[config.mk]
export PLATFORM = sky130hd
export DESIGN_NAME = oflow_registration_set_scheduler_flat
export DESIGN_NICKNAME = d
export VERILOG_FILES = /design/src/rtl/oflow_registration_set_scheduler_if.sv /design/src/rtl/oflow_registration_set_scheduler.sv /design/src/flat_wrapper.sv
export SDC_FILE = /design/constraint.sdc
export NUM_CORES = 1
export LEC_CHECK = 0
export ABC_AREA = 0
export CAP_MARGIN = 10
export CORE_ASPECT_RATIO = 0.5
export CORE_MARGIN = 5
export CORE_UTILIZATION = 30
export CTS_CLUSTER_DIAMETER = 120
export DETAILED_ROUTE_END_ITERATION = 10
export SLEW_MARGIN = 10
export SYNTH_ARGS = -nofsm -noshare
export SYNTH_HDL_FRONTEND = slang
export SYNTH_SLANG_ARGS = --single-unit
[constraint.sdc]
create_clock -name clk -period 2.8 [get_ports clk]
set_clock_uncertainty 0.2 [all_clocks]
set_input_delay 0.56 -clock clk [delete_from_list [all_inputs] [get_ports clk]]
set_output_delay 0.56 -clock clk [all_outputs]
set_load 0.05 [all_outputs]
[src/rtl/oflow_registration_set_scheduler_if.sv]
// Handshake bundle between core control, the scheduler and the score engines.
// slave = scheduler side, master = control/engine side.
interface oflow_registration_set_scheduler_if #(
  parameter int SET_W   = 4,
  parameter int ID_W    = 12,
  parameter int FRAME_W = 16
);
  logic               start_registration;
  logic [FRAME_W-1:0] frame_num;
  logic [SET_W-1:0]   num_of_sets;
  logic               start_score_calc;
  logic               done_score_calc;
  logic [SET_W-1:0]   calc_set_idx;
  logic               start_score_board;
  logic               done_score_board;
  logic [SET_W-1:0]   row_sel_by_set;
  logic [ID_W-1:0]    id_base;
  logic               first_frame;
  logic               busy;
  logic               done_registration;

  modport master (
    output start_registration, frame_num, num_of_sets,
    output done_score_calc, done_score_board,
    input  start_score_calc, calc_set_idx,
    input  start_score_board, row_sel_by_set,
    input  id_base, first_frame, busy, done_registration
  );

  modport slave (
    input  start_registration, frame_num, num_of_sets,
    input  done_score_calc, done_score_board,
    output start_score_calc, calc_set_idx,
    output start_score_board, row_sel_by_set,
    output id_base, first_frame, busy, done_registration
  );
endinterface

[src/rtl/oflow_registration_set_scheduler.sv]
// Per-set registration scheduler: pipelines score calc (set k+1) with score
// board (set k). Ports: clk, reset_N (sync, active-high), bus (slave modport).
module oflow_registration_set_scheduler #(
  parameter int SET_W  = 4,
  parameter int PE_NUM = 24,
  parameter int ID_W   = 12
) (
  input  logic clk,
  input  logic reset_N,
  oflow_registration_set_scheduler_if.slave bus
);
  localparam int NSLOT = 1 << SET_W;

  typedef enum logic [1:0] {
    C_IDLE, C_ISSUE, C_WAIT
  } calc_st_e;

  typedef enum logic [1:0] {
    B_IDLE, B_ISSUE, B_WAIT, B_FINISH
  } brd_st_e;

  calc_st_e         c_st_q, c_st_d;
  brd_st_e          b_st_q, b_st_d;
  logic [SET_W-1:0] nsets_q, nsets_d;
  logic [SET_W-1:0] c_idx_q, c_idx_d;
  logic [SET_W-1:0] r_idx_q, r_idx_d;
  logic [NSLOT-1:0] ready_q, ready_d;
  logic             first_q, first_d;
  logic             accept, c_go, b_go, busy;
  logic [SET_W:0]   c_ext, r_ext, n_ext;
  logic [ID_W-1:0]  base;

  // Widened copies so lookahead and end tests never wrap at 2^SET_W-1.
  assign c_ext = {1'b0, c_idx_q};
  assign r_ext = {1'b0, r_idx_q};
  assign n_ext = {1'b0, nsets_q};

  assign busy   = (b_st_q != B_IDLE);
  assign accept = bus.start_registration && !busy;

  // One-set lookahead: the result buffer holds a single set.
  assign c_go = (c_st_q == C_ISSUE) && (c_ext < n_ext)
              && (c_ext <= r_ext + 1'b1);
  assign b_go = (b_st_q == B_ISSUE) && (r_ext < n_ext)
              && (first_q || ready_q[r_idx_q]);

  always_comb begin
    c_st_d  = c_st_q;
    b_st_d  = b_st_q;
    nsets_d = nsets_q;
    c_idx_d = c_idx_q;
    r_idx_d = r_idx_q;
    ready_d = ready_q;
    first_d = first_q;
    if (accept) begin
      nsets_d = bus.num_of_sets;
      first_d = (bus.frame_num == '0);
      c_idx_d = '0;
      r_idx_d = '0;
      ready_d = '0;
      c_st_d  = first_d ? C_IDLE : C_ISSUE;
      b_st_d  = B_ISSUE;
    end else begin
      unique case (c_st_q)
        C_ISSUE: begin
          if (c_ext >= n_ext) c_st_d = C_IDLE;
          else if (c_go)      c_st_d = C_WAIT;
        end
        C_WAIT: begin
          if (bus.done_score_calc) begin
            ready_d[c_idx_q] = 1'b1;
            c_idx_d = c_idx_q + 1'b1;
            c_st_d = (c_ext + 1'b1 == n_ext) ? C_IDLE : C_ISSUE;
          end
        end
        default: ;
      endcase
      unique case (b_st_q)
        B_ISSUE: begin
          if (r_ext >= n_ext) b_st_d = B_FINISH;
          else if (b_go)      b_st_d = B_WAIT;
        end
        B_WAIT: begin
          if (bus.done_score_board) begin
            r_idx_d = r_idx_q + 1'b1;
            b_st_d = (r_ext + 1'b1 == n_ext) ? B_FINISH : B_ISSUE;
          end
        end
        B_FINISH: b_st_d = B_IDLE;
        default: ;
      endcase
    end
  end

  always_ff @(posedge clk) begin
    if (reset_N) begin
      c_st_q  <= C_IDLE;
      b_st_q  <= B_IDLE;
      nsets_q <= '0;
      c_idx_q <= '0;
      r_idx_q <= '0;
      ready_q <= '0;
      first_q <= 1'b0;
    end else begin
      c_st_q  <= c_st_d;
      b_st_q  <= b_st_d;
      nsets_q <= nsets_d;
      c_idx_q <= c_idx_d;
      r_idx_q <= r_idx_d;
      ready_q <= ready_d;
      first_q <= first_d;
    end
  end

  // ID base is only meaningful while a frame is in flight; held at 0 otherwise.
  assign base = ID_W'(r_idx_q) * ID_W'(PE_NUM) + ID_W'(1);

  assign bus.start_score_calc  = c_go;
  assign bus.calc_set_idx      = c_idx_q;
  assign bus.start_score_board = b_go;
  assign bus.row_sel_by_set    = r_idx_q;
  assign bus.id_base           = busy ? base : '0;
  assign bus.first_frame       = first_q;
  assign bus.busy              = busy;
  assign bus.done_registration = (b_st_q == B_FINISH);
endmodule

[src/flat_wrapper.sv]
// flat-port wrapper written by rule: the top's interface ports become plain ports
module oflow_registration_set_scheduler_flat 
#(
  parameter int SET_W  = 4,
  parameter int PE_NUM = 24,
  parameter int ID_W   = 12
)
  (clk, reset_N, bus_start_registration, bus_frame_num, bus_num_of_sets, bus_done_score_calc, bus_done_score_board, bus_start_score_calc, bus_calc_set_idx, bus_start_score_board, bus_row_sel_by_set, bus_id_base, bus_first_frame, bus_busy, bus_done_registration);
  oflow_registration_set_scheduler_if #(.SET_W(SET_W), .ID_W(ID_W), .FRAME_W((16))) bus_i ();
  input  logic clk;
  input  logic reset_N;
  input wire logic [$bits(bus_i.start_registration)-1:0] bus_start_registration;
  input wire logic [$bits(bus_i.frame_num)-1:0] bus_frame_num;
  input wire logic [$bits(bus_i.num_of_sets)-1:0] bus_num_of_sets;
  input wire logic [$bits(bus_i.done_score_calc)-1:0] bus_done_score_calc;
  input wire logic [$bits(bus_i.done_score_board)-1:0] bus_done_score_board;
  output wire logic [$bits(bus_i.start_score_calc)-1:0] bus_start_score_calc;
  output wire logic [$bits(bus_i.calc_set_idx)-1:0] bus_calc_set_idx;
  output wire logic [$bits(bus_i.start_score_board)-1:0] bus_start_score_board;
  output wire logic [$bits(bus_i.row_sel_by_set)-1:0] bus_row_sel_by_set;
  output wire logic [$bits(bus_i.id_base)-1:0] bus_id_base;
  output wire logic [$bits(bus_i.first_frame)-1:0] bus_first_frame;
  output wire logic [$bits(bus_i.busy)-1:0] bus_busy;
  output wire logic [$bits(bus_i.done_registration)-1:0] bus_done_registration;
  assign bus_i.start_registration = bus_start_registration;
  assign bus_i.frame_num = bus_frame_num;
  assign bus_i.num_of_sets = bus_num_of_sets;
  assign bus_i.done_score_calc = bus_done_score_calc;
  assign bus_i.done_score_board = bus_done_score_board;
  assign bus_start_score_calc = bus_i.start_score_calc;
  assign bus_calc_set_idx = bus_i.calc_set_idx;
  assign bus_start_score_board = bus_i.start_score_board;
  assign bus_row_sel_by_set = bus_i.row_sel_by_set;
  assign bus_id_base = bus_i.id_base;
  assign bus_first_frame = bus_i.first_frame;
  assign bus_busy = bus_i.busy;
  assign bus_done_registration = bus_i.done_registration;
  oflow_registration_set_scheduler #(.SET_W(SET_W), .PE_NUM(PE_NUM), .ID_W(ID_W)) u_core (.clk(clk), .reset_N(reset_N), .bus(bus_i));
endmodule
# ---- Word-level counts from Yosys, hierarchy flattened
# Cells that the tools add are included.
dict set report word_totals {
  mem_bits_rw 0
  word_cells 73
  latchBits 0
  ff_bits 33
  output_inout_bits 25
  input_bits 25
  mem_bits_ro 0
  mem_count 0
}
dict set report classes {
  n_lt_le_gt_ge 8
  shifts 0
  div_mod_pow 0
  n_addsub 5
  multipliers 1
  mux 18
  n_eq_ne 13
  reduce_logical 19
  bitwise 1
}
# cell n
set op_table {}
lappend op_table {{16-bit zero test} 1}
lappend op_table {{2-bit two-way mux} 8}
lappend op_table {{16-bit OR} 1}
lappend op_table {{12-bit two-way mux} 1}
lappend op_table {{4-bit by 1-bit adder with 5-bit output, second input constant} 2}
lappend op_table {{9-bit by 1-bit adder with 10-bit output, second input constant} 1}
lappend op_table {{5-bit by 4-bit equality test with 1-bit output} 2}
lappend op_table {{4-bit by 5-bit less-than comparator with 1-bit output, second input constant} 2}
lappend op_table {{3-bit AND reduction} 3}
lappend op_table {{4-bit by 1-bit adder with 4-bit output, second input constant} 2}
lappend op_table {{4-bit >= comparator} 2}
lappend op_table {{4-bit less-than comparator} 2}
lappend op_table {{4-bit by 3-bit != test with 1-bit output, second input constant} 2}
lappend op_table {{2-bit equality test, second input constant} 3}
lappend op_table {{1-bit logical AND} 6}
lappend op_table {{4-bit by 2-bit multiplier with 6-bit output, second input constant} 1}
lappend op_table {{3-bit by 2-bit != test with 1-bit output, second input constant} 2}
lappend op_table {{2-bit one-hot mux with 3 select lines} 1}
lappend op_table {{3-bit nonzero test} 2}
lappend op_table {{4-bit by 5-bit <= comparator with 1-bit output} 1}
lappend op_table {{1-bit two-way mux} 5}
lappend op_table {{1-bit binary-select mux with 4-bit select} 1}
lappend op_table {{1-bit demux with 4-bit select} 1}
lappend op_table {{2-bit by 1-bit equality test with 1-bit output, second input constant} 2}
lappend op_table {{10 further kinds} 11}

# ---- Longest topological paths before layout
# Gate-level depths: netlist of the first run.
dict set report depth {
  word_depth 8
  ltp_mapped 9
  mapped_depth_nobuf 9
}

# ---- Least setup slack after synthesis of the first run
# Ideal clock, no wire load.
dict set report synth_timing {
  kind {register -> output}
  start {register u_core.r_idx_q[1], in the netlist u_core.bus.row_sel_by_set[1]}
  end {output bus_start_score_calc}
  path_buffers 0
  arrival_time_ns 2.664
  path_stages_with_launch 8
  path_slack_ns -0.624
  t_required_ns 2.040
  cell_sequence {dfxtp_1 > ha_1 > inv_1 > ha_1 > nor2b_1 > o211ai_1 > a41oi_1 > a21oi_1}
}
dict set report synth_between {
  elab_chain_len 3
}
# item line
set synth_rtl {}
lappend synth_rtl {{start: declaration} oflow_registration_set_scheduler.sv:26} ;# logic [SET_W-1:0] r_idx_q, r_idx_d;
lappend synth_rtl {{start signal: assignment} oflow_registration_set_scheduler.sv:109} ;# r_idx_q <= r_idx_d;
lappend synth_rtl {{4-bit by 1-bit adder with 5-bit output} oflow_registration_set_scheduler.sv:43} ;# && (c_ext <= r_ext + 1'b1);
lappend synth_rtl {{4-bit by 5-bit <= comparator with 1-bit output} oflow_registration_set_scheduler.sv:43}
lappend synth_rtl {{1-bit logical AND} oflow_registration_set_scheduler.sv:43}
lappend synth_rtl {{end: declaration} flat_wrapper.sv:17} ;# output wire logic [$bits(bus_i.start_score_calc)-1:0] bus_start_score_calc;
# Every way passes these cells.

# ---- Worst setup path in the final report of the first run
dict set report layout_timing {
  start {register u_core.r_idx_q[2], in the netlist u_core.bus.row_sel_by_set[2]}
  end {output bus_start_score_board}
}
dict set report layout_between {
  elab_chain_len 4
  elab_cells_between_ends 6
  cone_classes {order compare (1); mux (2); reduce/logical (3)}
}
# item line
set layout_rtl {}
lappend layout_rtl {{1-bit binary-select mux with 4-bit select} oflow_registration_set_scheduler.sv:45} ;# && (first_q || ready_q[r_idx_q]);
lappend layout_rtl {{1-bit two-way mux (implied by the code)} oflow_registration_set_scheduler.sv:45}
lappend layout_rtl {{1-bit logical OR} oflow_registration_set_scheduler.sv:45}
lappend layout_rtl {{1-bit logical AND (*)} oflow_registration_set_scheduler.sv:45}
lappend layout_rtl {{end: declaration} flat_wrapper.sv:19} ;# output wire logic [$bits(bus_i.start_score_board)-1:0] bus_start_score_board;
# Mark *: on every way between the ends. The rest lies on a longest branch, timed or not. The select of a mux whose other input is x is not followed.

==> metrics.md, run 1 <==
| Metric | Value |
|---|---|
| Outcome | `finished, violations left` |
| Failing checks | `setup timing` |
| RSZ-0062 raised after global routing | `yes` |
| Number of vias per cell | `4.953` |
| Area leader, netlist | `dfxtp_1` |
| Layout fillers | `671` |
| Core Area | `0.007212 mm²` |
| # IOs | `50` |
| Seq/Total Area, Yosys | `between 30% and 40%` |
| DRC viols | `0` |
| Peak VDD IR | `247.1 µV` |
| HP Class | `register to register` |
| Fraction of layout cells with a size suffix above 1 | `between 10% and 20%` |
| Worst-margin pin slew | `0.5326 ns` |
| RR Endpoint | `u_core.c_st_q[0]$_SDFFE_PP0P_` |
| CP Launch Point | `u_core.bus.row_sel_by_set[2]$_SDFFE_PP0P_` |
| Largest net degree at the start of global routing | `20` |
| Initial Util | `about 30%` |
| R2R cell count | `10` |
| LEAKAGE | `around 1.2 nW` |
| Drt pass-1 iters | `4` |
| Final Hold Vio Count | `0` |
| Post-synthesis cell area | `~0.0022 mm²` |
| Final setup fails | `1` |
| Antenna Nets Post-Route | `0` |
| CTS tree | `done` |
| FF+latch count, synth | `33` |
| Yosys Warn Count | `0` |
| Hold Buf Count CTS | `0` |
| DP Worst Slack | `roughly 0.09 ns` |
| PnR worst setup slack | `-0.1065 ns` |
| Pwr Density | `approximately 660 mW/mm²` |
| Chip height | `70.45 µm` |
| Placed insts | `between 300 and 400` |
| Worst Path Arrival | `2.15 ns` |
| # nets final | `roughly 360` |
| Setup crit end kind | `output pin` |
| Final core occ | `between 40% and 50%` |
| Final period utilization | `103.8%` |
| Clk slew on worst S/H paths | `around 0.050 ns` |
| Fin cells | `roughly 410` |
| Startpoint Class | `register` |
| Reg-to-reg startpoint | `u_core.bus.row_sel_by_set[0]$_SDFFE_PP0P_` |
| Initial DRC count | `roughly 150` |
| Fmax | `~340 MHz` |
| Cts bufs inserted | `5` |
| Mapped Cells | `260` |
| Vias | `2006` |
| Setup Crit Path Kind | `register to output pin` |
| Antenna Cells | `0` |
| Clk_lat worst skew | `approximately 0.28 ns` |
| Placer Congestion | `roughly 0.9` |
| Count of pins over their slew limit | `0` |
| Number of synthesized flops with an enable pin | `0` |
| Most used flip-flop cell after synthesis | `dfxtp_1` |
| Share of the synthesized area in the top cell type | `between 30 and 40%` |
| Die Wd | `130.9 µm` |
| Design area | `0.003019 mm²` |
| Vias in the first global route | `a little over 2k` |
| Fin crit period | `2.907 ns` |
| Drt wl/cell | `between 10 and 15 µm` |
| Library cells used by synthesis | `47` |
| All-layer global routing usage | `12.91%` |
| Clock sinks | `33` |
| IO Port Bufs | `between 40 and 50` |
| Slew margin rel. | `64.45%` |
| Final WL | `around 5900 µm` |
| CTS root buf | `clkbuf_16` |
| Grt total ovfl | `0` |
| # rows | `22` |
| Crit Path Max Fanout | `5` |
| Top post-synthesis cells by area | `dfxtp_1 (30%), ha_1 (14%), a21oi_1 (6.4%)` |
| Critical path data required time | `just over 2 ns` |
| Max-Cap Viols | `0` |
| Flop2flop setup slack | `~0.36 ns` |
| Initial antenna violation count | `0` |
| Reg area | `between 600 and 700 µm²` |
| Critical Path End | `bus_start_score_board` |
| Post-DP HPWL | `4414 µm` |
| Area of the multi-input gates | `~0.0014 mm²` |
| Longest Clk Path Bufs | `2` |
| Post-Syn Area per Cell | `roughly 8.4 µm²` |
| Global-route wire length before repair | `roughly 9500 µm` |
| Post-place instance area | `0.002776 mm²` |
| Die area | `around 0.0092 mm²` |
| Async S/R FF share, synth | `0%` |
| CTS H-tree depth | `2` |
| P&R area growth vs syn | `37.73%` |
| Most frequent cells in the layout | `nor2_1 (35), clkdlybuf4s50_1 (35), a21oi_1 (27), dfxtp_1 (27), ha_1 (22)` |
[per-stage QoR]
stage | power [W] | hold slack, ns | TNS [ns]
final | 0.001996 | 0.2720 | -0.1065
after global routing | 0.002107 | 0.2989 | -0.1721
after CTS | 0.001995 | 0.2779 | -0.1360
after detailed placement | 0.001317 | 0.2665 | 0
after global placement | 0.001305 | 0.2552 | 0
after floorplan | 0.001102 | 0.2284 | 0
[power by group]
group          internal, W  total [W]  switching, W
Clock             0.000444   0.000651      0.000207
Sequential        0.000509   0.000549     0.0000403
Combinational     0.000315   0.000796      0.000481
[registers in the layout, indices dropped and copies added (netlist names)]
| name | flops |
|---|---|
| u_core.b_st_q | 2 |
| u_core.bus.calc_set_idx | 4 |
| u_core.bus.first_frame | 1 |
| u_core.bus.row_sel_by_set | 4 |
| u_core.c_st_q | 2 |
| u_core.nsets_q | 4 |
| u_core.ready_q | 16 |
[routing by layer]
layer / track usage (%) / routed length [µm]
met1: 16.02 / 2704
met5: 0 / 0
met2: 21.63 / 2684
met3: 3.361 / 392
met4: 4.333 / 97
[cell type report]
| class | instances | share of cell area [%] |
|---|---|---|
| Sequential cell | 33 | 22.21 |
| Clock inverter | 2 | 1.243 |
| Timing Repair Buffer | 56 | 18.61 |
| Inverter | 14 | 1.741 |
| Clock buffer | 6 | 4.600 |
| Tap cell | 96 | 3.978 |
| Multi-Input combinational cell | 198 | 47.62 |
[timing repair]
item / CTS / global route
endpoints found under the setup margin: 2 / 2
gates resized for setup: 12 / 3
setup buffers: 2 / 1
pin swaps: 5 / 4
[kinds of logic (layout without fill, tap and decap cells)]
logic type | Yosys count | in the layout | share of synthesized area, %
flip-flops | 33 | 33 | 30.14
AO/OA/AOI/OAI | 50 | 50 | 13.70
buffers and inverters | 33 | 78 | 7.248
XOR/XNOR | 15 | 15 | 5.993
other | 1 | 5 | 0.1711
adder cells (fa/ha/maj) | 25 | 25 | 14.61
multiplexers | 7 | 7 | 6.564
AND/OR/NAND/NOR | 96 | 96 | 21.58
[critical path, stage by stage (launching register included)]
cell,delay [ns]
dfxtp_4,0.39
mux4_2,0.51
mux4_2,0.52
nor2_2,0.11
and2b_4,0.19
buf_6,0.14
[cell usage after synthesis, types with 2 or more instances]
master and n:
mux2i_1 2, and3_1 4, nand3b_1 2, mux4_1 3, and2_1 2, clkbuf_1 9
buf_4 7, dfxtp_1 33, o21ai_0 4, mux4_2 2, nand2b_1 5, nand3_1 6
nand2_1 19, nor2b_1 6, a41oi_1 2, nand4_1 4, xor2_1 4, nor4_1 4
ha_1 24, nor3b_1 2, a31oi_1 5, nor2_1 35, xnor2_1 11, o211ai_1 2
a21oi_1 28, inv_1 14
[how the worst min path moves through the flow]
| stage | startpoint | end | slack (ns) | depth (start not counted) |
|---|---|---|---|---|
| floorplan | u_core.ready_q[4]$_SDFFE_PP0P_ | u_core.ready_q[4]$_SDFFE_PP0P_ | 0.23 | 2 |
| global placement | u_core.ready_q[6]$_SDFFE_PP0P_ | u_core.ready_q[6]$_SDFFE_PP0P_ | 0.26 | 2 |
| detailed placement | u_core.ready_q[8]$_SDFFE_PP0P_ | u_core.ready_q[8]$_SDFFE_PP0P_ | 0.27 | 2 |
| CTS | u_core.ready_q[8]$_SDFFE_PP0P_ | u_core.ready_q[8]$_SDFFE_PP0P_ | 0.28 | 2 |
| global route | u_core.ready_q[10]$_SDFFE_PP0P_ | u_core.ready_q[10]$_SDFFE_PP0P_ | 0.30 | 2 |
| finish | u_core.ready_q[10]$_SDFFE_PP0P_ | u_core.ready_q[10]$_SDFFE_PP0P_ | 0.27 | 2 |
(Power assumes the default switching activity.)
==> run 2: changes to the inputs <==
- CAP_MARGIN: 10 -> not set
- CTS_CLUSTER_DIAMETER: 120 -> 60
==> results of run 2 <==
The final DEF is identical to that of run 1; final timing and power are the same.
==> run 3: changes to the inputs <==
- SKIP_LAST_GASP: not set -> 1
- clock period: 2.8 -> 3.1 ns (I/O delays scaled with it)
==> run 3 against run 2 <==
Net effect: the flow now finishes without violations; utilization is 1.8 points lower; flip-flop and latch count stayed put; global-route usage is 0.59 points lower; first-iteration DRC count is 13% higher; via count is 3.6% lower; sequential power is 8.0% lower; clock-buffer cell count is 1 lower; register-to-register slack better by 0.29 ns; critical path type unchanged; hold slack hardly changed; cell area is 4.3% lower; critical path depth stayed put.
==> metrics.md, run 3 (synthesized netlist as in run 1, its figures left out) <==
| Metric | Value |
|---|---|
| Crit Path Max Fanout | `5 (unchanged)` |
| Clock sinks | `33 (unchanged)` |
| Count of pins over their slew limit | `0 (unchanged)` |
| CTS tree | `done` |
| Placer Congestion | `0.8604 (-3.8%)` |
| # nets final | `351 (-2.0%)` |
| P&R area growth vs syn | `31.79%` |
| Worst-margin pin slew | `0.5323 ns (-0.0002462 ns)` |
| Initial DRC count | `166 (+13%)` |
| Fraction of layout cells with a size suffix above 1 | `10.30% (-6.5 points)` |
| Max FFs per register | `16 (unchanged)` |
| Setup_tns | `0 ns (+0.1065 ns)` |
| HP Class | `register to register` |
| Antenna Nets Post-Route | `0 (unchanged)` |
| Initial antenna violation count | `0 (unchanged)` |
| Final period utilization | `a little over nine tenths` |
| Fin crit period | `approximately 3 ns` |
| Crit-path slowest cell | `mux4_1` |
| DRC viols | `0 (unchanged)` |
| Final Hold Vio Count | `0 (unchanged)` |
| # rows | `22 (unchanged)` |
| CTS root buf | `clkbuf_16` |
| Commonest non-fill, non-tap cell in the layout | `clkdlybuf4s50_1` |
| Final WL | `5620 µm (-4.4%)` |
| Final core occ | `40.06% (-1.8 points)` |
| Longest Clk Path Bufs | `2 (unchanged)` |
| Slew margin rel. | `64.46% (about the same)` |
| Biggest register | `u_core.ready_q` |
| Initial Util | `30.40% (unchanged)` |
| Total power | `0.001724 W (-14%)` |
| Die area | `0.009221 mm² (unchanged)` |
| Vias | `1934 (-3.6%)` |
| Most frequent cells in the layout | `clkdlybuf4s50_1 (38), nor2_1 (35), dfxtp_1 (30)` |
| LEAKAGE | `1.120 nW (-4.6%)` |
| Worst Path Arrival | `2.21 ns (+0.06 ns)` |
| Post-DP HPWL | `4303 µm (-2.5%)` |
| Pwr Density | `596.7 mW/mm² (-9.7%)` |
| Startpoint Class | `register` |
| Drt wl/cell | `14.16 µm (-2.5%)` |
| Clk slew on worst S/H paths | `0.05 ns (about the same)` |
| Critical path data required time | `2.28 ns (+0.24 ns)` |
| Die Wd | `130.9 µm (unchanged)` |
| Core Area | `0.007212 mm² (unchanged)` |
| Flop2flop setup slack | `0.65 ns (+0.29 ns)` |
| Drt pass-1 iters | `4 (unchanged)` |
| Hold Buf Count CTS | `0 (unchanged)` |
| Clk_lat worst skew | `0.28 ns (about the same)` |
| Outcome | `complete, no violations` |
| Largest net degree at the start of global routing | `21 (+5.0%)` |
| Cts bufs inserted | `5 (unchanged)` |
| Chip height | `70.45 µm (unchanged)` |
| Antenna Cells | `0 (unchanged)` |
| Setup crit end kind | `output pin` |
| IO Port Bufs | `44 (unchanged)` |
| CTS H-tree depth | `2 (unchanged)` |
| Vias in the first global route | `1838 (-8.7%)` |
| Global-route wire length before repair | `9094 µm (-4.5%)` |
| Post-place instance area | `0.002698 mm² (-2.8%)` |
| Crit-path max cell delay | `0.54 ns (+0.02 ns)` |
| # IOs | `50 (unchanged)` |
| Cell chain of the critical path | `mux4_1 > mux4_2 > nor2_4 > and2b_2 > buf_6` |
| RSZ-0062 raised after global routing | `no` |
| Max-Cap Viols | `0 (unchanged)` |
| Hold Slack | `0.2722 ns (+0.0001970 ns)` |
| Number of vias per cell | `4.872 (-1.6%)` |
| Design area | `0.002889 mm² (-4.3%)` |
| Fmax | `329.8 MHz` |
| Setup Crit Path Kind | `register to output pin` |
| All-layer global routing usage | `12.31% (-0.59 points)` |
| Final setup fails | `0 (-1)` |
| Peak VDD IR | `217.3 µV (-12%)` |
| Grt total ovfl | `0 (unchanged)` |
-- run 3: cell count changes in the layout (fill, tap and decap cells not counted), moves of 3 or more --
| cell | before | now |
|---|---|---|
| dfxtp_1 | 27 | 30 |
| buf_12 | 4 | 1 |
| clkdlybuf4s50_1 | 35 | 38 |
| buf_4 | 16 | 8 |
| dfxtp_2 | 5 | 2 |
-- run 3: path summary, 6_finish.rpt --
check	from	end	depth (start not counted)
max	u_core.bus.row_sel_by_set[2]$_SDFFE_PP0P_	bus_start_score_board	5
min	u_core.ready_q[4]$_SDFFE_PP0P_	u_core.ready_q[4]$_SDFFE_PP0P_	2
min reg2reg	u_core.ready_q[4]$_SDFFE_PP0P_	u_core.ready_q[4]$_SDFFE_PP0P_	2
max reg2reg	u_core.bus.row_sel_by_set[1]$_SDFFE_PP0P_	u_core.c_st_q[1]$_SDFFE_PP0P_	9
-- run 3: worst max-delay path, delay by kind of cell, from the launching register on --
family	cells	cell delay, ns
mux	2	1.06
flops	1	0.38
simple gates	2	0.33
buf+inv	1	0.15
-- run 3: cell type report --
cell class,count,area (µm²)
clock buffers,5,125.1
clock inverters,2,35.03
fillers,701,4323
inverters,14,52.55
multi-input cells,198,1409
flip-flops and latches,33,666.9
well taps,96,120.1
repair buffers,49,480.5
-- run 3: timing repair --
action                     CTS  global route
setup endpoints to repair    2             2
resized for setup            2             8
buffers inserted             1             0
pin swaps                    0             1
-- run 3: metal layers --
metal  vias to the layer above  global-route usage [%]  wire length, µm
met5                         -                       0                0
met4                         0                   4.447               87
met3                         9                   2.139              381
met2                        52                   20.05             2551
met1                       904                   16.28             2600
li1                        969                       -                -
-- run 3: through the flow --
| step | worst slack [ns] | instances |
|---|---|---|
| floorplan | 0.06230 | 264 |
| global placement | 0.1932 | 389 |
| detailed placement | 0.1729 | 389 |
| CTS | 0.007212 | 397 |
| global route | 0.001481 | 397 |
| finish | 0.06742 | 397 |
-- run 3: where the power goes --
group          total, W  leakage [nW]  switching, W  internal [W]
clock          0.000551        0.0797      0.000178      0.000373
sequential     0.000505         0.269     0.0000452      0.000459
combinational  0.000668         0.772      0.000415      0.000253
